### src/rtl/sha_acc_pkg.sv
`default_nettype none
// ============================================================================
// Module      : sha_acc_pkg
// Description : Shared constants and FSM state type for the SHA-256
//               accelerator job master.
//               CTRL_ADDR  - accelerator control register address
//               CMD_START  - control word that launches a hash
//               CMD_ACK    - control word that acknowledges a finished hash
//               IDX_DONE   - hash_idx value flagging the completion marker
//               state_t    - job master FSM states
// Revision    : 1.0 - initial release
// ============================================================================
package sha_acc_pkg;

  localparam logic [4:0]  CTRL_ADDR = 5'd16;
  localparam logic [31:0] CMD_START = 32'hFFFF_FFFF;
  localparam logic [31:0] CMD_ACK   = 32'h1111_1111;
  localparam logic [3:0]  IDX_DONE  = 4'd8;

  typedef enum logic [3:0] {
    ST_IDLE   = 4'd0,
    ST_LOAD   = 4'd1,
    ST_NONCE  = 4'd2,
    ST_START  = 4'd3,
    ST_WAIT   = 4'd4,
    ST_ACK    = 4'd5,
    ST_DRAIN  = 4'd6,
    ST_REPORT = 4'd7,
    ST_NEXT   = 4'd8
  } state_t;

endpackage
`default_nettype wire

### src/rtl/sha_job_master_if.sv
`default_nettype none
// ============================================================================
// Module      : sha_job_master_if
// Description : Bus between the job master and one SHA-256 accelerator.
//               avm_chipselect/avm_write - write strobe (1 cycle per write)
//               avm_address              - 0-15 data words, 16 control
//               avm_writedata            - write data
//               hash_idx                 - 0-7 hash word index, 8 = marker
//               hash_data                - hash word / marker value
//               master: job master side, slave: accelerator side.
// Revision    : 1.0 - initial release
// ============================================================================
interface sha_job_master_if;
  logic        avm_chipselect;
  logic        avm_write;
  logic [4:0]  avm_address;
  logic [31:0] avm_writedata;
  logic [3:0]  hash_idx;
  logic [31:0] hash_data;

  modport master (
    output avm_chipselect, avm_write, avm_address, avm_writedata,
    input  hash_idx, hash_data
  );

  modport slave (
    input  avm_chipselect, avm_write, avm_address, avm_writedata,
    output hash_idx, hash_data
  );
endinterface
`default_nettype wire

### src/rtl/sha_job_master_hash_capture.sv
`default_nettype none
// ============================================================================
// Module      : hash_capture
// Description : Index-addressed 8x32 capture register for the hash words the
//               accelerator streams back, plus completion-marker detection.
//               clk, reset     - clock, synchronous active-high reset
//               clear          - empties the register and the seen flag
//               enable         - capture window (job master in WAIT)
//               hash_idx/data  - raw accelerator outputs
//               hash           - captured hash, word i = bits [32i+31:32i]
//               marker_done    - completion marker accepted this cycle
// Revision    : 1.0 - initial release
// ============================================================================
module hash_capture
  import sha_acc_pkg::*;
(
  input  wire          clk,
  input  wire          reset,
  input  wire          clear,
  input  wire          enable,
  input  wire  [3:0]   hash_idx,
  input  wire  [31:0]  hash_data,
  output logic [255:0] hash,
  output logic         marker_done
);

  localparam logic [31:0] c_marker_word = 32'hFFFF_FFFF;

  logic [255:0] r_hash;
  logic         r_seen;

  always_ff @(posedge clk) begin
    if (reset || clear) begin
      r_hash <= '0;
      r_seen <= 1'b0;
    end else if (enable && !hash_idx[3]) begin
      r_hash[{hash_idx[2:0], 5'b00000} +: 32] <= hash_data;
      r_seen <= 1'b1;
    end
  end

  // A marker left over from the previous hash may still be on the bus when
  // the window opens; it only counts once a fresh word has been sampled.
  assign marker_done = enable && r_seen && (hash_idx == IDX_DONE) &&
                       (hash_data == c_marker_word);
  assign hash        = r_hash;

endmodule
`default_nettype wire

### src/rtl/sha_job_master.sv
`default_nettype none
// ============================================================================
// Module      : sha_job_master
// Description : Host-side initiator for the SHA-256 accelerator. Sweeps an
//               inclusive (wrapping) nonce range over one 512-bit block,
//               launches a hash per nonce, captures the result and reports
//               every hash strictly below the target.
//               clk, reset      - clock, synchronous active-high reset
//               job_*           - job offer (valid/ready handshake)
//               acc             - accelerator write bus and hash return
//               res_*           - hit report (valid held until ready)
//               busy            - FSM not idle
//               done            - one-cycle pulse after the last nonce
// Revision    : 1.0 - initial release
// ============================================================================
module sha_job_master
  import sha_acc_pkg::*;
#(
  parameter int NONCE_IDX = 3
) (
  input  wire          clk,
  input  wire          reset,
  input  wire          job_valid,
  output logic         job_ready,
  input  wire  [511:0] job_block,
  input  wire  [31:0]  job_nonce_start,
  input  wire  [31:0]  job_nonce_end,
  input  wire  [255:0] job_target,
  sha_job_master_if.master acc,
  output logic         res_valid,
  input  wire          res_ready,
  output logic [31:0]  res_nonce,
  output logic [255:0] res_hash,
  output logic         busy,
  output logic         done
);

  localparam logic [3:0] c_nonce_idx  = 4'(NONCE_IDX);
  localparam logic [4:0] c_nonce_addr = 5'(NONCE_IDX);

  state_t       r_state;
  state_t       w_state_next;
  logic [511:0] r_block;
  logic [255:0] r_target;
  logic [31:0]  r_nonce;
  logic [31:0]  r_nonce_end;
  logic [3:0]   r_word_cnt;
  logic         r_hit;
  logic         r_avm_cs;
  logic [4:0]   r_avm_addr;
  logic [31:0]  r_avm_wdata;

  logic         w_accept;
  logic         w_last_nonce;
  logic [3:0]   w_load_idx;
  logic         w_wr_en;
  logic [4:0]   w_wr_addr;
  logic [31:0]  w_wr_data;
  logic         w_cap_clear;
  logic         w_cap_enable;
  logic [255:0] w_hash;
  logic         w_marker_done;

  assign w_accept     = job_valid && job_ready;
  assign w_last_nonce = (r_nonce == r_nonce_end);
  assign w_load_idx   = r_word_cnt + 4'd1;

  hash_capture u_capture (
    .clk         (clk),
    .reset       (reset),
    .clear       (w_cap_clear),
    .enable      (w_cap_enable),
    .hash_idx    (acc.hash_idx),
    .hash_data   (acc.hash_data),
    .hash        (w_hash),
    .marker_done (w_marker_done)
  );

  // State register
  always_ff @(posedge clk) begin
    if (reset) begin
      r_state <= ST_IDLE;
    end else begin
      r_state <= w_state_next;
    end
  end

  // Next-state logic
  always_comb begin
    w_state_next = r_state;
    case (r_state)
      ST_IDLE:   if (w_accept) w_state_next = ST_LOAD;
      ST_LOAD:   if (r_word_cnt == 4'd15) w_state_next = ST_START;
      ST_NONCE:  w_state_next = ST_START;
      ST_START:  w_state_next = ST_WAIT;
      ST_WAIT:   if (w_marker_done) w_state_next = ST_ACK;
      ST_ACK:    w_state_next = ST_DRAIN;
      ST_DRAIN:  if (acc.hash_idx != IDX_DONE) w_state_next = r_hit ? ST_REPORT : ST_NEXT;
      ST_REPORT: if (res_ready) w_state_next = ST_NEXT;
      ST_NEXT:   w_state_next = w_last_nonce ? ST_IDLE : ST_NONCE;
      default:   w_state_next = ST_IDLE;
    endcase
  end

  // Output logic. The bus outputs are registered, so the write mux computes
  // the write that belongs to the state being entered at the next edge.
  always_comb begin
    job_ready    = 1'b0;
    busy         = 1'b0;
    done         = 1'b0;
    res_valid    = 1'b0;
    res_nonce    = '0;
    res_hash     = '0;
    w_wr_en      = 1'b0;
    w_wr_addr    = r_avm_addr;
    w_wr_data    = r_avm_wdata;
    w_cap_clear  = (r_state == ST_START);
    w_cap_enable = (r_state == ST_WAIT);

    // Status outputs are forced low for the whole reset cycle, not only
    // after the state register has been cleared.
    if (!reset) begin
      job_ready = (r_state == ST_IDLE);
      busy      = (r_state != ST_IDLE);
      done      = (r_state == ST_NEXT) && w_last_nonce;
      res_valid = (r_state == ST_REPORT);
      if (r_state == ST_REPORT) begin
        res_nonce = r_nonce;
        res_hash  = w_hash;
      end
    end

    case (r_state)
      ST_IDLE: begin
        if (w_accept) begin
          w_wr_en   = 1'b1;
          w_wr_addr = 5'd0;
          w_wr_data = (c_nonce_idx == 4'd0) ? job_nonce_start : job_block[31:0];
        end
      end
      ST_LOAD: begin
        w_wr_en = 1'b1;
        if (r_word_cnt == 4'd15) begin
          w_wr_addr = CTRL_ADDR;
          w_wr_data = CMD_START;
        end else begin
          w_wr_addr = {1'b0, w_load_idx};
          w_wr_data = (w_load_idx == c_nonce_idx) ? r_nonce
                                                  : r_block[{w_load_idx, 5'b00000} +: 32];
        end
      end
      ST_NONCE: begin
        w_wr_en   = 1'b1;
        w_wr_addr = CTRL_ADDR;
        w_wr_data = CMD_START;
      end
      ST_WAIT: begin
        if (w_marker_done) begin
          w_wr_en   = 1'b1;
          w_wr_addr = CTRL_ADDR;
          w_wr_data = CMD_ACK;
        end
      end
      ST_NEXT: begin
        if (!w_last_nonce) begin
          w_wr_en   = 1'b1;
          w_wr_addr = c_nonce_addr;
          w_wr_data = r_nonce + 32'd1;
        end
      end
      default: ;
    endcase
  end

  // Job latches: only meaningful after an accept, so no reset needed.
  always_ff @(posedge clk) begin
    if (r_state == ST_IDLE && w_accept) begin
      r_block     <= job_block;
      r_target    <= job_target;
      r_nonce_end <= job_nonce_end;
    end
  end

  // Nonce counter, LOAD word counter, compare result and bus registers
  always_ff @(posedge clk) begin
    if (reset) begin
      r_nonce     <= '0;
      r_word_cnt  <= '0;
      r_hit       <= 1'b0;
      r_avm_cs    <= 1'b0;
      r_avm_addr  <= '0;
      r_avm_wdata <= '0;
    end else begin
      r_avm_cs <= w_wr_en;
      if (w_wr_en) begin
        r_avm_addr  <= w_wr_addr;
        r_avm_wdata <= w_wr_data;
      end
      case (r_state)
        ST_IDLE: begin
          if (w_accept) begin
            r_nonce    <= job_nonce_start;
            r_word_cnt <= 4'd0;
          end
        end
        ST_LOAD: r_word_cnt <= r_word_cnt + 4'd1;
        ST_ACK:  r_hit <= (w_hash < r_target);
        ST_NEXT: if (!w_last_nonce) r_nonce <= r_nonce + 32'd1;
        default: ;
      endcase
    end
  end

  assign acc.avm_chipselect = r_avm_cs;
  assign acc.avm_write      = r_avm_cs;
  assign acc.avm_address    = r_avm_addr;
  assign acc.avm_writedata  = r_avm_wdata;

endmodule
`default_nettype wire
### src/flat_wrapper.sv
// flat-port wrapper written by rule: the top's interface ports become plain ports
module sha_job_master_flat import sha_acc_pkg::*;
#(
  parameter int NONCE_IDX = 3
)
  (clk, reset, job_valid, job_ready, job_block, job_nonce_start, job_nonce_end, job_target, res_valid, res_ready, res_nonce, res_hash, busy, done, acc_avm_chipselect, acc_avm_write, acc_avm_address, acc_avm_writedata, acc_hash_idx, acc_hash_data);
  sha_job_master_if acc_i ();
  input  wire clk;
  input  wire reset;
  input  wire job_valid;
  output logic job_ready;
  input  wire  [511:0] job_block;
  input  wire  [31:0] job_nonce_start;
  input  wire  [31:0] job_nonce_end;
  input  wire  [255:0] job_target;
  output logic res_valid;
  input  wire res_ready;
  output logic [31:0] res_nonce;
  output logic [255:0] res_hash;
  output logic busy;
  output logic done;
  output wire logic [$bits(acc_i.avm_chipselect)-1:0] acc_avm_chipselect;
  output wire logic [$bits(acc_i.avm_write)-1:0] acc_avm_write;
  output wire logic [$bits(acc_i.avm_address)-1:0] acc_avm_address;
  output wire logic [$bits(acc_i.avm_writedata)-1:0] acc_avm_writedata;
  input wire logic [$bits(acc_i.hash_idx)-1:0] acc_hash_idx;
  input wire logic [$bits(acc_i.hash_data)-1:0] acc_hash_data;
  assign acc_avm_chipselect = acc_i.avm_chipselect;
  assign acc_avm_write = acc_i.avm_write;
  assign acc_avm_address = acc_i.avm_address;
  assign acc_avm_writedata = acc_i.avm_writedata;
  assign acc_i.hash_idx = acc_hash_idx;
  assign acc_i.hash_data = acc_hash_data;
  sha_job_master #(.NONCE_IDX(NONCE_IDX)) u_core (.clk(clk), .reset(reset), .job_valid(job_valid), .job_ready(job_ready), .job_block(job_block), .job_nonce_start(job_nonce_start), .job_nonce_end(job_nonce_end), .job_target(job_target), .acc(acc_i), .res_valid(res_valid), .res_ready(res_ready), .res_nonce(res_nonce), .res_hash(res_hash), .busy(busy), .done(done));
endmodule
### config.mk
export PLATFORM = sky130hd
export DESIGN_NAME = sha_job_master_flat
export DESIGN_NICKNAME = d
export VERILOG_FILES = /design/src/rtl/sha_acc_pkg.sv /design/src/rtl/sha_job_master_if.sv /design/src/rtl/sha_job_master_hash_capture.sv /design/src/rtl/sha_job_master.sv /design/src/flat_wrapper.sv
export SDC_FILE = /design/constraint.sdc
export NUM_CORES = 2
export LEC_CHECK = 0
export CORE_AREA = 2 2 469 471
export CTS_CLUSTER_DIAMETER = 100
export DETAILED_ROUTE_END_ITERATION = 6
export DIE_AREA = 0 0 471 473
export MAX_ROUTING_LAYER = met4
export PLACE_DENSITY_LB_ADDON = 0.12
export SETUP_SLACK_MARGIN = 0.1
export SLEW_MARGIN = 20
export SYNTH_ARGS = -nofsm -noshare
export SYNTH_HDL_FRONTEND = slang
export SYNTH_HIERARCHICAL = 1
export SYNTH_SLANG_ARGS = --single-unit
### constraint.sdc
create_clock -name clk -period 38 [get_ports clk]
set_input_delay 5.7 -clock clk [delete_from_list [all_inputs] [get_ports clk]]
set_output_delay 5.7 -clock clk [all_outputs]
set_load 0.01 [all_outputs]
==> flow_summary_export.csv <==
group,metric,value,unit
run_status,status,"complete, no violations",
pwr,cellPowerDensity,52.5,nW/um2
setup_path,crit_start,"reset",
pwr,totalPowerFinal,3.79,mW
timing,rsz0062_at_grt,"no",
finish,finalNetCount,6445,
floorplan,die_x,471,um
global_routing,antenna_found_initial,117,
synthesis,yosys_register_bits,1136,
synthesis,synthCells,4159,
timing,finalCriticalPeriod,13980,ps
setup_path,critPathKind,"in -> out",
pwr,peakVddDrop,46.1,uV
pwr,p_leak,26.0,nW
cts,insertion_delay,810,ps
timing,slew_headroom,24.8,%
routing,via_per_inst,4.68,
cts,cts-buffers-inserted,147,
timing,fmax,71.5,MHz
cts,cts.clk_slew.worst_paths,60,ps
routing,drt_first_pass_iters,6,
setup_path,cp_data_arrival_time,8280,ps
hold_path,min_path_type,"reg -> reg",
synthesis,ys.flop_type,"edfxtp_1",
cts,cts_hold_buf,0,
routing,vias,39200,
synthesis,syn_avg_cell_area,12.5,um2
timing,slew_viol_final,0,
global_routing,grt_pass1_vias,39500,
cts,postCtsSetupRepairBufs,0,
finish,drive_above_1_share,9.24,%
cts,ctsHtreeMaxLevel,4,
cts,clk_path_buf_depth,3,
timing,timing_hold_violations_final,0,
routing,wire_per_inst,29.0,um
hold_path,hold_path_startpoint,"u_core/acc.avm_writedata[2]$_SDFFE_PP0P_",
global_routing,grt_pass1_wl,328000,um
routing,wirelength,243000,um
timing,finalSetupViolCount,0,
timing,final.setup.tns,0,ps
floorplan,die_h,473,um
setup_path,rr_startpoint,"u_core/r_word_cnt[0]$_SDFFE_PP0P_",
synthesis,synth.cell_area,52000,um2
cts,cts_resized,0,
synthesis,async_reset_ff_share,0,%
floorplan,core_area,218000,um2
cts,tritoncts,"done",
floorplan,start_util,23.8,%
routing,drc_errors,0,
placed_design,dp_hpwl,187000,um
synthesis,yosysWarnings,6,
floorplan,rows,172,
synthesis,ys_types,70,
timing,fin_skew,36.9,ps
setup_path,endpoint_kind,"primary output",
setup_path,cp_data_required_time,32300,ps
routing,drtAntennaViolNets,0,
global_routing,overflow,0,
synthesis,synth_seq_area_share,59.1,%
placed_design,placed_area,67200,um2
finish,area_delta_synth_final,38.8,%
floorplan,dieArea,223000,um2
placed_design,place_congestion,0.824,
flow_run,cap_viol_max_count,0,
synthesis,synth_edf_count,800,
routing,drtIter0Drc,2758,
floorplan,io_pins,1203,
global_routing,grt_max_degree,161,
cts,cts-root-buf,"clkbuf_16",
setup_path,crit_path_start_kind,"input pin",
timing,post-route-period-util,36.8,%
global_routing,track_usage,21.8,%
finish,final_area,72200,um2
synthesis,syn_nets,5292,
timing,tightest_slew,1130,ps
finish,final_util,33.1,%
placed_design,port_buffers,1202,
setup_path,crit_path_max_fanout,139,
cts,clock-sinks,1136,
report_power, final:
part	switching, mW	leakage [nW]	total [mW]	internal [mW]
Clock	0.586	2.31	1.38	0.789
Sequential	0.0671	10.1	1.56	1.49
Combinational	0.506	13.5	0.851	0.345
synthesized netlist by cell type, types with 4 or more instances:
library cell  instances  area, um2
a211oi_1             41        308
a21o_1               31        233
a21oi_1             282       1410
a221oi_1              8       70.1
a22o_1               12        105
a22oi_1              24        180
a31oi_1               7       43.8
and2_1              293       1830
and3_1               15       93.8
and4_1               10       87.6
buf_1                13       48.8
buf_2                50        250
buf_4                14        105
buf_6                 7       78.8
clkbuf_1            209        785
dfxtp_1             336       6730
edfxtp_1            800      24000
ha_1                261       3270
inv_1               274       1030
mux2_2               11        124
mux2i_1             106       1060
mux4_2              139       3130
nand2_1             263        987
nand2b_1             11       68.8
nand3_1              45        225
nand4_1             188       1180
nor2_1              125        469
nor2b_1               9       56.3
nor3_1               18       90.1
nor4_1                9       56.3
o2111ai_1             4       35.0
o211ai_1             77        578
o21a_1                6       45.0
o21ai_0             152        761
o21ai_1              23        115
o221ai_1             22        193
o22ai_1              10       62.6
o31ai_1             132        991
or3_1                12       75.1
or4_1                 4       30.0
xnor2_1              50        438
xor2_1               11       96.3
placed cells by master (no fill, tap or decap), drive strengths merged, types with 41 or more instances in the layout:
| cell | n |
|---|---|
| dfxtp | 336 |
| clkinv | 55 |
| nand4 | 188 |
| a21oi | 284 |
| nor2 | 125 |
| nand2 | 263 |
| nand3 | 45 |
| mux4 | 139 |
| ha | 261 |
| o21ai | 175 |
| o211ai | 79 |
| clkdlybuf4s50 | 1201 |
| mux2i | 106 |
| and2 | 293 |
| xnor2 | 51 |
| buf | 99 |
| clkbuf | 200 |
| inv | 281 |
| o31ai | 132 |
| diode | 81 |
| a211oi | 41 |
| edfxtp | 800 |
cell type report:
class                           count  area (um2)
Timing Repair Buffer             1300       12800
Sequential cell                  1136       30800
Clock buffer                      200        4100
Fill cell                       22100      146000
Multi-Input combinational cell   2453       19100
Inverter                          274        1040
Antenna cell                       81         203
Tap cell                         2871        3590
Clock inverter                     69         603
flip-flops by register name, summed over array words and instances (netlist names):
register,cells
u_core/r_nonce_end,32
u_core/r_state,4
u_core/r_target,256
u_core/acc.avm_address,5
u_core/acc.avm_chipselect,1
u_core/u_capture/r_seen,1
u_core/r_hit,1
u_core/acc.avm_writedata,32
u_core/r_word_cnt,4
u_core/r_nonce,32
u_core/r_block,512
u_core/u_capture/hash,256
cell families (layout without fill, tap and decap cells):
kind of cell | count (synthesis) | in the layout | share of synthesized area, %
AO/OA/AOI/OAI | 850 | 850 | 10.2
AND/OR/NAND/NOR | 1022 | 1022 | 10.4
adder cells (fa/ha/maj) | 261 | 261 | 6.28
multiplexers | 256 | 256 | 8.30
other | 0 | 81 | 0
XOR/XNOR | 64 | 64 | 1.14
flip-flops | 1136 | 1136 | 59.1
buffers and inverters | 570 | 1843 | 4.52
worst paths after layout:
check / to / slack, ps / cells past startpoint
min reg2reg: u_core/acc.avm_writedata[2]$_SDFFE_PP0P_ / 450 / 2
min: u_core/acc.avm_writedata[2]$_SDFFE_PP0P_ / 450 / 2
max reg2reg: u_core/acc.avm_writedata[3]$_SDFFE_PP0P_ / 32640 / 11
max: res_hash[155] / 24020 / 6
per-layer routing:
metal | track usage [%] | up-vias | part of all wire (%)
met1 | 24.6 | 19500 | 40
met4 | 6.06 | 0 | 2.5
met5 | - | - | 0
li1 | - | 18000 | -
met2 | 37.9 | 1379 | 51
met3 | 5.67 | 310 | 6.6
critical path, cell delays in order:
cell	delay [ps]
buf_6	170
nor4_4	260
buf_4	500
buf_6	550
and2_1	240
clkdlybuf4s50_1	550
metrics by stage:
stage	instances	hold slack [ps]	worst slack (ps)
after CTS	8303	451	23770
final	8384	455	24020
after global routing	8375	474	23780
after global placement	8034	441	23980
after floorplan	4159	437	14480
after detailed placement	8034	443	23770
(Power assumes the default switching activity.)
